**src/rtl/processor_pkg.sv**
```systemverilog
// rtl/processor_pkg.sv - shared stack micro-op encodings, flags width and ret_fsm states
package processor_pkg;

   localparam logic [15:0] NOP_OP          = 16'b0000000000000000;
   localparam logic [15:0] PUSH_PC_LOW_OP  = 16'b0110000000001000;
   localparam logic [15:0] PUSH_PC_HIGH_OP = 16'b0110000000001001;
   localparam logic [15:0] POP_PC_HIGH_OP  = 16'b0110000000001010;
   localparam logic [15:0] POP_PC_LOW_OP   = 16'b0110000000001011;
   localparam logic [15:0] POP_FLAGS_OP    = 16'b0110000000001100;

   localparam int FLAG_W = 4;

   typedef enum logic [2:0] {
      RET_IDLE      = 3'd0,
      RET_POP_HIGH  = 3'd1,
      RET_POP_LOW   = 3'd2,
      RET_POP_FLAGS = 3'd3,
      RET_WAIT_DATA = 3'd4,
      RET_CHANGE_PC = 3'd5
   } ret_state_t;

endpackage

```
**src/rtl/pop_collector.sv**
```systemverilog
// rtl/pop_collector.sv - gathers popped words in issue order into the restored PC and flags
module pop_collector
   import processor_pkg::*;
(
   input  logic              clk,
   input  logic              reset,
   input  logic              i_start,
   input  logic              i_enable,
   input  logic              i_is_rti,
   input  logic              i_pop_valid,
   input  logic [15:0]       i_pop_data,
   output logic [31:0]       o_pc,
   output logic [FLAG_W-1:0] o_flags,
   output logic              o_done
);

   logic [1:0]        r_count;
   logic [31:0]       r_pc;
   logic [FLAG_W-1:0] r_flags;
   logic [1:0]        w_expected;
   logic              w_done;

   assign w_expected = i_is_rti ? 2'd3 : 2'd2;
   assign w_done     = (r_count == w_expected);

   // Only the count is cleared on start; pc/flags keep their value until overwritten.
   always_ff @(posedge clk) begin
      if (!reset) begin
         r_count <= 2'd0;
         r_pc    <= 32'd0;
         r_flags <= '0;
      end else if (i_start) begin
         r_count <= 2'd0;
      end else if (i_enable && i_pop_valid && !w_done) begin
         case (r_count)
            2'd0:    r_pc[31:16] <= i_pop_data;
            2'd1:    r_pc[15:0]  <= i_pop_data;
            default: r_flags     <= i_pop_data[FLAG_W-1:0];
         endcase
         r_count <= r_count + 2'd1;
      end
   end

   assign o_pc    = r_pc;
   assign o_flags = r_flags;
   assign o_done  = w_done;

endmodule

```
**src/rtl/ret_fsm.sv**
```systemverilog
// rtl/ret_fsm.sv - RET/RTI sequencer: injects stack pops, then redirects fetch to the restored PC
module ret_fsm
   import processor_pkg::*;
(
   input  logic              clk,
   input  logic              reset,
   input  logic              ret,
   input  logic              rti,
   input  logic              pop_valid,
   input  logic [15:0]       pop_data,
   output logic [15:0]       out,
   output logic              stall,
   output logic [31:0]       pc,
   output logic              change_pc_ret,
   output logic [FLAG_W-1:0] flags_out,
   output logic              flags_restore
);

   ret_state_t  r_state;
   ret_state_t  w_next;
   logic        r_is_rti;
   logic        w_is_rti_next;
   logic        w_start;
   logic        w_capture_en;
   logic        w_done;
   logic [15:0] r_out;
   logic [15:0] w_out;
   logic        r_stall;
   logic        w_stall;
   logic        r_change_pc;
   logic        w_change_pc;
   logic        r_flags_restore;
   logic        w_flags_restore;

   // Returns may overlap pop issue, so capture is open in every active state but CHANGE_PC.
   assign w_capture_en = (r_state != RET_IDLE) && (r_state != RET_CHANGE_PC);

   pop_collector u_pop_collector (
      .clk         (clk),
      .reset       (reset),
      .i_start     (w_start),
      .i_enable    (w_capture_en),
      .i_is_rti    (r_is_rti),
      .i_pop_valid (pop_valid),
      .i_pop_data  (pop_data),
      .o_pc        (pc),
      .o_flags     (flags_out),
      .o_done      (w_done)
   );

   always_comb begin
      w_next        = r_state;
      w_start       = 1'b0;
      w_is_rti_next = r_is_rti;
      case (r_state)
         RET_IDLE: begin
            if (rti) begin
               w_next        = RET_POP_HIGH;
               w_start       = 1'b1;
               w_is_rti_next = 1'b1;
            end else if (ret) begin
               w_next        = RET_POP_HIGH;
               w_start       = 1'b1;
               w_is_rti_next = 1'b0;
            end
         end
         RET_POP_HIGH:  w_next = RET_POP_LOW;
         RET_POP_LOW:   w_next = r_is_rti ? RET_POP_FLAGS : RET_WAIT_DATA;
         RET_POP_FLAGS: w_next = RET_WAIT_DATA;
         RET_WAIT_DATA: if (w_done) w_next = RET_CHANGE_PC;
         RET_CHANGE_PC: w_next = RET_IDLE;
         default:       w_next = RET_IDLE;
      endcase

      // Outputs are decoded from the next state and registered alongside it.
      w_out = NOP_OP;
      case (w_next)
         RET_POP_HIGH:  w_out = POP_PC_HIGH_OP;
         RET_POP_LOW:   w_out = POP_PC_LOW_OP;
         RET_POP_FLAGS: w_out = POP_FLAGS_OP;
         default:       w_out = NOP_OP;
      endcase
      w_stall         = (w_next != RET_IDLE);
      w_change_pc     = (w_next == RET_CHANGE_PC);
      w_flags_restore = w_change_pc && r_is_rti;
   end

   always_ff @(posedge clk) begin
      if (!reset) begin
         r_state         <= RET_IDLE;
         r_is_rti        <= 1'b0;
         r_out           <= NOP_OP;
         r_stall         <= 1'b0;
         r_change_pc     <= 1'b0;
         r_flags_restore <= 1'b0;
      end else begin
         r_state         <= w_next;
         r_is_rti        <= w_is_rti_next;
         r_out           <= w_out;
         r_stall         <= w_stall;
         r_change_pc     <= w_change_pc;
         r_flags_restore <= w_flags_restore;
      end
   end

   assign out           = r_out;
   assign stall         = r_stall;
   assign change_pc_ret = r_change_pc;
   assign flags_restore = r_flags_restore;

endmodule

```
**config.mk**
```make
export PLATFORM = sky130hd
export DESIGN_NAME = ret_fsm
export DESIGN_NICKNAME = d
export VERILOG_FILES = /design/src/rtl/processor_pkg.sv /design/src/rtl/pop_collector.sv /design/src/rtl/ret_fsm.sv
export SDC_FILE = /design/constraint.sdc
export NUM_CORES = 1
export LEC_CHECK = 0
export BUFFER_PORTS_ARGS = -buffer_cell sky130_fd_sc_hd__buf_4
export CORE_ASPECT_RATIO = 0.5
export CORE_MARGIN = 1
export CORE_UTILIZATION = 30
export DETAILED_ROUTE_END_ITERATION = 10
export PLACE_DENSITY = 0.58
export SLEW_MARGIN = 10
export SYNTH_ARGS = -nofsm -noshare
export SYNTH_HDL_FRONTEND = slang
export SYNTH_SLANG_ARGS = --single-unit
```
**constraint.sdc**
```tcl
create_clock -name clk -period 3.3 [get_ports clk]
set_clock_uncertainty 0.15 [all_clocks]
set_input_delay 0.33 -clock clk [delete_from_list [all_inputs] [get_ports clk]]
set_output_delay 0.33 -clock clk [all_outputs]
set_load 0.02 [all_outputs]
```
# Yosys cells after proc, flatten, opt, wreduce, memory -nomap -nowiden
# Index checks and enable logic that the tools add are counted.
# word_totals
register_bits	61
output_inout_bits	55
in_bits	21
wordCells	53
# op_classes
eq_ne	11
addsub	1
n_bitwise	3
n_mux	12
n_reduce_logical	16
# op_table
op	n
one-hot mux 15 bit (3 select lines)	1
one-hot mux 3 bit (5 select lines)	1
== test 3 x 2 -> 1 bit, second input constant	4
two-way mux 3 bit	4
AND reduction 3 bit	3
== test 3 x 1 -> 1 bit, second input constant	2
== test 3 bit, second input constant	2
two-way mux 1 bit	6
nonzero test 3 bit	2
logical AND 1 bit	4
OR reduction 2 bit	2
logical NOT 3 bit	1
inequality test 3 bit, second input constant	1
NOT 1 bit	3
adder 2 x 1 -> 2 bit, second input constant	1
== test 2 x 1 -> 1 bit, second input constant	1
== test 2 bit	1
logical NOT 2 bit	1
AND reduction 2 bit	1
nonzero test 2 bit	1
logical NOT 1 bit	1

# Longest topological paths before layout
# logic_depth
ltp_word	6
ltp_mapped	6
depth_no_buf	4

# Modules after synthesis
# From an unflattened synthesis, not the netlist that was laid out.
# hier_totals
hier_cells	209
hier_area_um2	2092.0
# modules_own_cells
mod	instances	cells_each	area_each_um2	seq_area_each_um2
pop_collector	1	154	1561.5	760.7
ret_fsm	1	55	530.5	220.2

# Worst setup path after synthesis
# No wires, ideal clock.
# synth_path
path_type	reg-to-reg
from	reg r_state[2]
to	reg u_pop_collector.r_flags[0], in the netlist u_pop_collector.o_flags[0]
n_path_buf	1
setup_ns	0.072
synth_period_minus_slack_ns	1.605
path_stages_with_launch	6
required_ns	3.078
t_arrival_ns	1.383
setup_slack_ns	1.695
cell_sequence	dfxtp_1 buf_2 xor2_1 o221ai_2 nor4_4 mux2i_1
# synth_between
elab_chain_cells	5
word_cells_on_any_way	9
classes_between	1 x eq/ne; 1 x mux; 1 x bitwise; 6 x reduce/logical
# synth_rtl
element	line_no	rtl
start, declared	ret_fsm.sv:19	ret_state_t r_state;
start signal, assigned	ret_fsm.sv:97	r_state <= w_next;
inequality test 3 bit / nonzero test 3 bit (equally long branches)	ret_fsm.sv:36	assign w_capture_en = (r_state != RET_IDLE) && (r_state != RET_CHANGE_PC);
logical AND 1 bit	ret_fsm.sv:36	
logical AND 1 bit (2 in series)	pop_collector.sv:34	end else if (i_enable && i_pop_valid && !w_done) begin
AND reduction 3 bit (no line) *	n/a	
end signal, assigned	pop_collector.sv:38	default: r_flags <= i_pop_data[FLAG_W-1:0];
end, declared	pop_collector.sv:19	logic [FLAG_W-1:0] r_flags;
# Every way passes the cells marked *; elsewhere a longest branch is shown, timed or not.
# A chain may end at the register's enable or synchronous reset.

# Worst setup path in the final report
# layout_path
from	reg r_state[0]
to	reg u_pop_collector.r_flags[2], in the netlist u_pop_collector.o_flags[2]
# Same word-level chain as after synthesis.

==> results.md <==
* Status: finished clean
* Combinational share of power at 17.7%
* Global-route wire length before repair at just under 7000 um
* Hold depth at 3
* Tcrit/Tclk final at between 50% and 60%
* Cell accounting for the most synthesized area: dfxtp_1
* Router iterations before antenna repair at 4
* Number of max-cap violations at 0
* Int Power at between 1000 and 1500 uW
* Synth top area share at about half
* Layout cells sized above 1 at 29.0%
* CTS Buffer Depth at 2
* Number of enable flip-flop cells after synthesis at 0
* PD cells at around 560 nW/um^2
* Diodes inserted at 0
* CTS H-tree lvls at 2
* Vias in the first global route at ~1.5k
* Worst reg2reg path startpoint: r_state[0]$_SDFF_PN0_
* Fin. max-slew vios at 0
* Worst-path clk slew at 70 ps
* Port bufs at 65
* Syn_area_per_cell at roughly 9.7 um^2
* Area of the multi-input gates at approximately 920 um^2
* Synth async-reset ratio at 0%
* Ports at 76
* Worst-margin pin slew at between 500 and 600 ps
* Post-cts resize count at 0
* Synth Instances at between 200 and 250
* Placed cells at 349
* Beginning of the critical path: r_state[0]$_SDFF_PN0_
* Worst r2r path cells at 4
* Hold Fails Final Rpt at 0
* WL final at 4240 um
* Worst Path Class, Setup: reg -> reg
* Die Footprint at 7130 um^2
* Clock sinks at between 40 and 50
* CTS tree: yes
* Placed wire-length estimate at 3080 um
* Register area share after synthesis at between 40% and 50%
* Warning count from the yosys run at 0
* Slew HR at a little under two thirds
* Initial Utilization at around 32%
* GRT Util Overall at between 10% and 20%
* Min cycle time layout at between 1500 and 2000 ps
* VDD IR-drop max at about 0.00024 V
* Reg2reg setup slack at 1510 ps
* Critical path capture point: u_pop_collector.o_flags[2]$_SDFFE_PN0P_
* Min-delay worst type: in -> reg
* Storage element area at between 900 and 1000 um^2
* DRT antenna net count at 0
* Post-CTS Setup Bufs at 0
* Share of power burned in registers at around 44%
* Yosys cell types at 30
* Final Wtd Congestion at 0.816
* Setup TNS at 0 ps
* Synth area leaders: dfxtp_1, mux2i_1, nand2_1, buf_4, a21oi_1
* Setup violations, final at 0
* Ys flop type: dfxtp_1
* Sw Pwr at 395 uW
* CP Launch Type: flop
* Commonest cells post-synth: nand2_1, dfxtp_1, mux2i_1
* Hold buffer count at cts at 0
* Largest net degree at the start of global routing at 58
* DRC at 0
* Crit path max fanout at 8
* GRT overflow at 0
* Routed vias/inst at 4.30
* Critical Path AT at roughly 1900 ps
* Critical Path RT at between 3000 and 4000 ps
* Core box area at approximately 6300 um^2
* Max Fclk at between 0.5 and 0.6 GHz
* Synthesized cell area at 2030 um^2
* Fin nets at between 200 and 300
* Initial antenna violation count at 0
* Seq cells post-synth at 49
* TritonCTS Buffers at 5
* Clock tree root driver cell: clkbuf_16
* HP Start: pop_data[11]
* Worst-Skew Late Latency at ~280 ps
* Non-filler instance count after layout at about 360
* Area Overhead vs Synth at 31.8%
* Worst r2r dst: u_pop_collector.o_flags[2]$_SDFFE_PN0P_
* Floorplan row count at 20
* Pleak at ~0.0013 uW
* Layout fillers at roughly 640
* RSZ-0062 raised after global routing: false
* DIE WIDTH at 118 um
* Chip Height at 60.2 um
* Share of total power in the clock network at 38.3%
* Sw frac at a little over a quarter
* CP Capture Type: flop
* First DRT Iteration DRCs at 86
* Most common cell in the synthesized netlist: nand2_1
* Via count at between 1.5k and 2k
* Average routed wire per standard cell at between 10 and 15 um
## critical path, cell delays in order (launching register included)
cell      delay (ps)
dfxtp_1          460
xor2_1           280
o221ai_2         180
nor4_4           410
mux2i_1          240
## registers in the layout, indices dropped and copies added, names as in the netlist
signal,count
r_state,3
u_pop_collector.o_pc,32
u_pop_collector.r_count,2
out,4
flags_restore,1
r_is_rti,1
u_pop_collector.o_flags,4
change_pc_ret,1
stall,1
## placed cells by master, fill, tap and decap left out, types with 3 or more instances in the layout
master,instances
conb_1,10
nor2b_1,4
buf_4,65
dfxtp_1,49
mux2i_1,36
clkbuf_16,5
nand2_1,61
inv_1,3
nor2_1,4
a21oi_1,5
## layer usage
metal	vias up	wire length [um]	global-route usage, %	share of wire [%]
met5	-	0	0	0
met4	0	57	5.24	1.3
met3	6	177	3.72	4.2
met2	36	2170	24.3	51
met1	713	1830	12.9	43
li1	781	-	-	-
## through the flow
step                area [um^2]  power (uW)  utilization (%)  hold WS (ps)  worst slack [ps]
detailed placement         2510         941             39.8           308              1510
global route               2680        1570             42.5           179              1350
finish                     2680        1500             42.5           166              1510
floorplan                  2070         863                -           298              1700
global placement           2510         934             39.8           298              1600
CTS                        2680        1520             42.5           163              1490
## cells by family (layout without fill, tap and decap cells)
group	Yosys count	after routing	synth area share, %
flops	49	49	48.3
buf+inv	26	76	8.07
other cells	1	10	0.185
compound gates	13	13	5.05
fa+ha+maj	2	2	1.23
simple gates	80	80	17.8
xor+xnor	3	3	1.66
mux	36	36	17.7
## area by class of cell
| cell class | instances | area share (%) |
|---|---|---|
| inverter | 3 | 0.420 |
| multi-input combinational | 144 | 34.4 |
| timing repair buffer | 65 | 18.2 |
| tap | 88 | 4.11 |
| sequential | 49 | 36.6 |
| clock buffer | 6 | 4.81 |
| clock inverter | 2 | 1.45 |
## worst min path at each step
stage,end,slack (ps)
after global routing,u_pop_collector.o_pc[10]$_SDFFE_PN0P_,180
final,u_pop_collector.o_pc[11]$_SDFFE_PN0P_,170
after detailed placement,u_pop_collector.o_pc[5]$_SDFFE_PN0P_,310
after floorplan,u_pop_collector.r_count[1]$_SDFFE_PP0P_,300
after CTS,u_pop_collector.o_pc[14]$_SDFFE_PN0P_,160
after global placement,u_pop_collector.o_pc[13]$_SDFFE_PN0P_,300
## power groups by stage
stage          Sequential (uW)  Clock, uW  Combinational, uW
3_3_place_gp               670          0                264
3_5_place_dp               672          0                268
4_1_cts                    659        591                269
2_1_floorplan              698          0                165
5_1_grt                    664        620                286
6_report                   658        574                265
Power figures use the tool's default switching activity.
